**src/rtl/alu_cmd_sequencer.sv**
```systemverilog
// Command-side sequencer for the signed ALU: accepts one command, pulses the selected
// unit's enable, waits (with a watchdog) for its flag and returns the captured word.
module alu_cmd_sequencer #(
  parameter int WIDTH   = 16,
  parameter int TIMEOUT = 8
) (
  input  logic             CLK,
  input  logic             RST,
  // command port
  input  logic             cmd_valid,
  output logic             cmd_ready,
  input  logic [3:0]       cmd_fun,
  input  logic [WIDTH-1:0] cmd_a,
  input  logic [WIDTH-1:0] cmd_b,
  // execution-unit side
  output logic [WIDTH-1:0] A,
  output logic [WIDTH-1:0] B,
  output logic [1:0]       ALU_FUN,
  output logic             Arith_Enable,
  output logic             Logic_Enable,
  output logic             CMP_Enable,
  output logic             SHIFT_Enable,
  input  logic [WIDTH-1:0] Arith_OUT,
  input  logic [WIDTH-1:0] Logic_OUT,
  input  logic [WIDTH-1:0] CMP_OUT,
  input  logic [WIDTH-1:0] SHIFT_OUT,
  input  logic             Arith_Flag,
  input  logic             Logic_Flag,
  input  logic             CMP_Flag,
  input  logic             SHIFT_Flag,
  // result port
  output logic             res_valid,
  input  logic             res_ready,
  output logic [WIDTH-1:0] res_data,
  output logic [1:0]       res_unit,
  output logic             res_err
);

  localparam int CW = $clog2(TIMEOUT + 1);
  // Last WAIT count: the timeout fires on the TIMEOUT-th WAIT cycle.
  localparam logic [CW-1:0] CNT_LAST = CW'(TIMEOUT - 1);

  typedef enum logic [1:0] {
    S_IDLE  = 2'd0,
    S_ISSUE = 2'd1,
    S_WAIT  = 2'd2,
    S_HOLD  = 2'd3
  } state_e;

  state_e           state_q,     state_d;
  logic [1:0]       unit_q,      unit_d;
  logic [WIDTH-1:0] a_q,         a_d;
  logic [WIDTH-1:0] b_q,         b_d;
  logic [1:0]       fun_q,       fun_d;
  logic [3:0]       en_q,        en_d;
  logic             cmd_ready_q, cmd_ready_d;
  logic             res_valid_q, res_valid_d;
  logic [WIDTH-1:0] res_data_q,  res_data_d;
  logic [1:0]       res_unit_q,  res_unit_d;
  logic             res_err_q,   res_err_d;
  logic [CW-1:0]    cnt_q,       cnt_d;

  logic             sel_flag;
  logic [WIDTH-1:0] sel_out;

  // Only the unit latched at accept is listened to; other flags are ignored.
  always_comb begin
    sel_flag = 1'b0;
    sel_out  = '0;
    unique case (unit_q)
      2'd0: begin sel_flag = Arith_Flag; sel_out = Arith_OUT; end
      2'd1: begin sel_flag = Logic_Flag; sel_out = Logic_OUT; end
      2'd2: begin sel_flag = CMP_Flag;   sel_out = CMP_OUT;   end
      2'd3: begin sel_flag = SHIFT_Flag; sel_out = SHIFT_OUT; end
    endcase
  end

  always_comb begin
    // NOTE: every signal gets a default here so no path leaves it unassigned (no latches).
    state_d     = state_q;
    unit_d      = unit_q;
    a_d         = a_q;
    b_d         = b_q;
    fun_d       = fun_q;
    en_d        = '0;
    cmd_ready_d = cmd_ready_q;
    res_valid_d = res_valid_q;
    res_data_d  = res_data_q;
    res_unit_d  = res_unit_q;
    res_err_d   = res_err_q;
    cnt_d       = cnt_q;

    unique case (state_q)
      S_IDLE: begin
        cmd_ready_d = 1'b1;
        if (cmd_valid && cmd_ready_q) begin
          a_d         = cmd_a;
          b_d         = cmd_b;
          fun_d       = cmd_fun[1:0];
          unit_d      = cmd_fun[3:2];
          en_d        = 4'b0001 << cmd_fun[3:2];
          cmd_ready_d = 1'b0;
          state_d     = S_ISSUE;
        end
      end

      S_ISSUE: begin
        cnt_d   = '0;
        state_d = S_WAIT;
      end

      S_WAIT: begin
        // A flag on the timeout cycle still wins.
        if (sel_flag) begin
          res_data_d  = sel_out;
          res_unit_d  = unit_q;
          res_err_d   = 1'b0;
          res_valid_d = 1'b1;
          state_d     = S_HOLD;
        end else if (cnt_q == CNT_LAST) begin
          res_data_d  = '0;
          res_unit_d  = unit_q;
          res_err_d   = 1'b1;
          res_valid_d = 1'b1;
          state_d     = S_HOLD;
        end else begin
          cnt_d = cnt_q + CW'(1);
        end
      end

      S_HOLD: begin
        if (res_valid_q && res_ready) begin
          res_valid_d = 1'b0;
          cmd_ready_d = 1'b1;
          state_d     = S_IDLE;
        end
      end

      default: state_d = S_IDLE;
    endcase
  end

  always_ff @(posedge CLK or negedge RST) begin
    if (!RST) begin
      state_q     <= S_IDLE;
      unit_q      <= '0;
      a_q         <= '0;
      b_q         <= '0;
      fun_q       <= '0;
      en_q        <= '0;
      cmd_ready_q <= 1'b0;
      res_valid_q <= 1'b0;
      res_data_q  <= '0;
      res_unit_q  <= '0;
      res_err_q   <= 1'b0;
      cnt_q       <= '0;
    end else begin
      // NOTE: non-blocking assignments so every flop samples pre-edge values.
      state_q     <= state_d;
      unit_q      <= unit_d;
      a_q         <= a_d;
      b_q         <= b_d;
      fun_q       <= fun_d;
      en_q        <= en_d;
      cmd_ready_q <= cmd_ready_d;
      res_valid_q <= res_valid_d;
      res_data_q  <= res_data_d;
      res_unit_q  <= res_unit_d;
      res_err_q   <= res_err_d;
      cnt_q       <= cnt_d;
    end
  end

  assign cmd_ready    = cmd_ready_q;
  assign A            = a_q;
  assign B            = b_q;
  assign ALU_FUN      = fun_q;
  assign Arith_Enable = en_q[0];
  assign Logic_Enable = en_q[1];
  assign CMP_Enable   = en_q[2];
  assign SHIFT_Enable = en_q[3];
  assign res_valid    = res_valid_q;
  assign res_data     = res_data_q;
  assign res_unit     = res_unit_q;
  assign res_err      = res_err_q;

endmodule

```
**config.mk**
```make
export PLATFORM = sky130hd
export DESIGN_NAME = alu_cmd_sequencer
export DESIGN_NICKNAME = d
export VERILOG_FILES = /design/src/rtl/alu_cmd_sequencer.sv
export SDC_FILE = /design/constraint.sdc
export NUM_CORES = 1
export LEC_CHECK = 0
export CAP_MARGIN = 20
export CORE_MARGIN = 2
export CORE_UTILIZATION = 35
export DETAILED_ROUTE_END_ITERATION = 7
export GPL_ROUTABILITY_DRIVEN = 0
export PLACE_DENSITY = 0.82
export RECOVER_POWER = 25
export SLEW_MARGIN = 20
export SYNTH_ARGS = -nofsm -noshare
export SYNTH_HDL_FRONTEND = slang
export SYNTH_SLANG_ARGS = --single-unit
export TNS_END_PERCENT = 100
```
**constraint.sdc**
```tcl
create_clock -name CLK -period 1.9 [get_ports CLK]
set_input_delay 0.475 -clock CLK [delete_from_list [all_inputs] [get_ports CLK]]
set_output_delay 0.475 -clock CLK [all_outputs]
set_load 0.01 [all_outputs]
```
==> impl_metrics.py <==
metrics = {
    "synth": {
        "synth.top_cell.area_share_pct": 54.2,
        "yosysTopAreaCell": "dfrtp_1",
        "yosysWarningCount": 0,
        "yosys.area_share.adder_pct": 2.43,
        "synth-seq-area-share_pct": 54.2,
        "synth_mux_area_share_pct": 26.4,
        "synth_nets": 322,
        "yosys_register_bits": 67,
        "synth_compound_area_share_pct": 9.54,
        "synth_top_family_by_area": "multiplexers",
        "synthTopCellsByCount": "dfrtp_1, mux2_2, a22o_1, mux4_2, inv_1",
        "synth-main-ff-cell": "dfrtp_1",
        "yosysUniqueCellTypes": 40,
        "synth_area_leaders": "dfrtp_1, mux2_2, mux4_2",
        "synthArstFlopShare_pct": 100,
        "yosys.area_share.simple_pct": 4.00,
        "synth_cells": 208,
        "synth_edf_count": 0,
        "synth_area_per_cell_um2": 14.9,
        "syn_area_mm2": 0.00310,
        "synthXorXnorAreaFrac_pct": 0,
        "synth_most_common_cell": "dfrtp_1",
    },
    "floorplan": {
        "num_rows": 34,
        "start_util_pct": 35.8,
        "die_h_um": 98.0,
        "io_pins": 167,
        "fp.dieArea_mm2": 0.00961,
        "core_area_mm2": 0.00864,
        "die_w_um": 98.0,
    },
    "setup_path": {
        "startpoint_type": "flop",
        "arrival_ns": 2.03,
        "r2r_setup_slack_ns": 0.09,
        "max_stage_delay_ns": 0.59,
        "cp.buffers_inverters": 0,
        "cp_data_required_time_ns": 2.12,
        "cp-end-kind": "flop",
        "cp_max_fo": 5,
        "path_delay_family": "multiplexers",
        "crit_slowest_cell": "mux4_2",
        "worst-setup-path-type": "flop to flop",
        "crit_chain": "mux4_2, o311a_1, mux2_4",
    },
    "cells_and_area": {
        "n_antenna_cell": 0,
        "syn_to_final_growth_pct": 65.6,
        "finish.net_count": 498,
        "drive_gt1_share_pct": 21.9,
        "utilization_pct": 59.3,
        "fill_cells": 696,
    },
    "global_routing": {
        "use_met3_pct": 4.44,
        "busiest_layer": "met2",
        "grt_max_degree": 68,
        "grt.met2_usage_pct": 28.6,
        "use_met1_pct": 21.8,
        "grt.total_usage_pct": 17.0,
        "global_route.overflow_total": 0,
        "grt_pass1_vias": 2636,
        "grt_pass1_wl_mm": 13.1,
        "antenna_found_initial": 0,
    },
    "clock_tree": {
        "htreeDepth": 3,
        "cts_tree": "done",
        "numCtsBuffers": 9,
        "clock_latency_ns": 0.34,
        "path_clk_slew_ns": 0.07,
        "cts.sink_count": 67,
        "root_buffer": "clkbuf_8",
        "cts.path.max_buffers": 2,
    },
    "timing": {
        "setup_slack_ns": 0.0930,
        "tns_ns": 0,
        "finClkSkew_ns": 0.00722,
        "slew_violations": 0,
        "max_freq_mhz": 553,
        "period_needed_ns": 1.81,
        "period_share_pct": 95.1,
        "finalHoldViolations": 0,
        "fin_hold_ws_ns": 0.504,
        "tightest_slew_ns": 1.43,
        "setup_viol": 0,
        "slew_headroom_pct": 4.61,
        "rsz0062_at_grt": "false",
    },
    "pwr": {
        "internal-power_mw": 5.06,
        "power_leakage_nw": 2.16,
        "p_per_area_mw_per_mm2": 1440,
        "ir_drop_mv": 0.783,
        "clkPwrFrac_pct": 15.5,
        "switchingPower_mw": 2.34,
        "comb_power_share_pct": 51.5,
        "seq_power_share_pct": 32.9,
        "p_sw_share_pct": 31.6,
        "totalPowerFinal_mw": 7.40,
    },
    "route": {
        "first_pass_iters": 4,
        "wl_mm": 8.21,
        "ant_nets": 0,
        "detail_route.wl_per_cell_um": 16.6,
        "drt_iter0_drc": 79,
        "dr_total_vias": 2517,
        "drc": 0,
        "viasPerCell": 5.07,
    },
    "place": {
        "dp_hpwl_mm": 6.19,
        "portBuffers": 166,
        "dp_slack_ns": -0.335,
    },
    "hold_path": {
        "hp-class": "flop to flop",
    },
    "outcome": {
        "status": "complete, no violations",
    },
    "run": {
        "maxCapViolCount": 0,
    },
}
## layer usage
layer	wire [um]	vias to the layer above
met2	4040	134
met3	677	16
li1	-	1138
met5	0	-
met4	114	0
met1	3380	1229
## repair_timing
action | 4_1_cts | 5_1_grt
hold buffers | 0 | 0
endpoints found under the hold margin | 0 | 0
resized for setup | 0 | 6
endpoints found under the setup margin | 0 | 16
setup buffers | 0 | 1
## registers in the layout, indices dropped and copies added, names as in the netlist
signal	cells
state_q	2
en_q	4
B	16
ALU_FUN	2
res_data	16
res_unit	2
res_err	1
res_valid	1
unit_q	2
cmd_ready	1
A	16
cnt_q	4
## power groups by stage
stage / logic, mW / registers [mW] / clock network (mW)
2_1_floorplan: 1.74 / 2.68 / 0
3_5_place_dp: 3.80 / 2.46 / 0
6_report: 3.82 / 2.44 / 1.15
3_3_place_gp: 3.69 / 2.43 / 0
4_1_cts: 3.80 / 2.44 / 1.18
5_1_grt: 4.08 / 2.53 / 1.25
## through the flow
stage	cells	cell area, um2
2_1_floorplan	208	3100
3_3_place_gp	479	4920
3_5_place_dp	479	4920
4_1_cts	494	5110
5_1_grt	496	5120
6_report	496	5120
## cell type report
cell class / instances / area, um2 / area share (%)
repair buffers: 179 / 1780 / 34.6
flip-flops and latches: 67 / 1680 / 32.7
multi-input cells: 119 / 1320 / 25.7
clock buffers: 10 / 138 / 2.69
well taps: 108 / 135 / 2.64
clock inverters: 5 / 53.8 / 1.05
inverters: 8 / 30.0 / 0.586
## path summary, 6_finish.rpt
| path | startpoint | endpoint | depth (start not counted) |
|---|---|---|---|
| setup / recovery | unit_q[0] | state_q[1] | 3 |
| hold / removal | res_data[13] | res_data[13] | 1 |
| setup reg to reg | unit_q[0] | state_q[1] | 3 |
| hold reg to reg | res_data[13] | res_data[13] | 1 |
| max in group asynchronous | RST | en_q[3] | 2 |
| min in group asynchronous | RST | B[7] | 2 |
## kinds of logic after synthesis
group	Yosys count
flip-flops	67
AO/OA/AOI/OAI	35
multiplexers	55
adder cells (fa/ha/maj)	6
buffers and inverters	22
AND/OR/NAND/NOR	23
## worst reg2reg max path: stages (launching register included)
cell and delay [ns]:
dfrtp_1 0.38, mux4_2 0.59, o311a_1 0.41, mux2_4 0.31
## cells in the final DEF (no fill, tap or decap), types with 3 or more instances in the layout
cell / count
clkinv_2: 3
a22o_1: 16
clkbuf_8: 10
inv_1: 8
clkdlybuf4s50_1: 161
nand3_1: 4
buf_2: 3
mux2_2: 37
dlymetal6s2s_1: 4
nand2_1: 5
mux4_2: 15
nor2_1: 3
buf_4: 9
dfrtp_1: 67
ha_1: 6
Note: power is estimated with default switching activity, not from simulation.
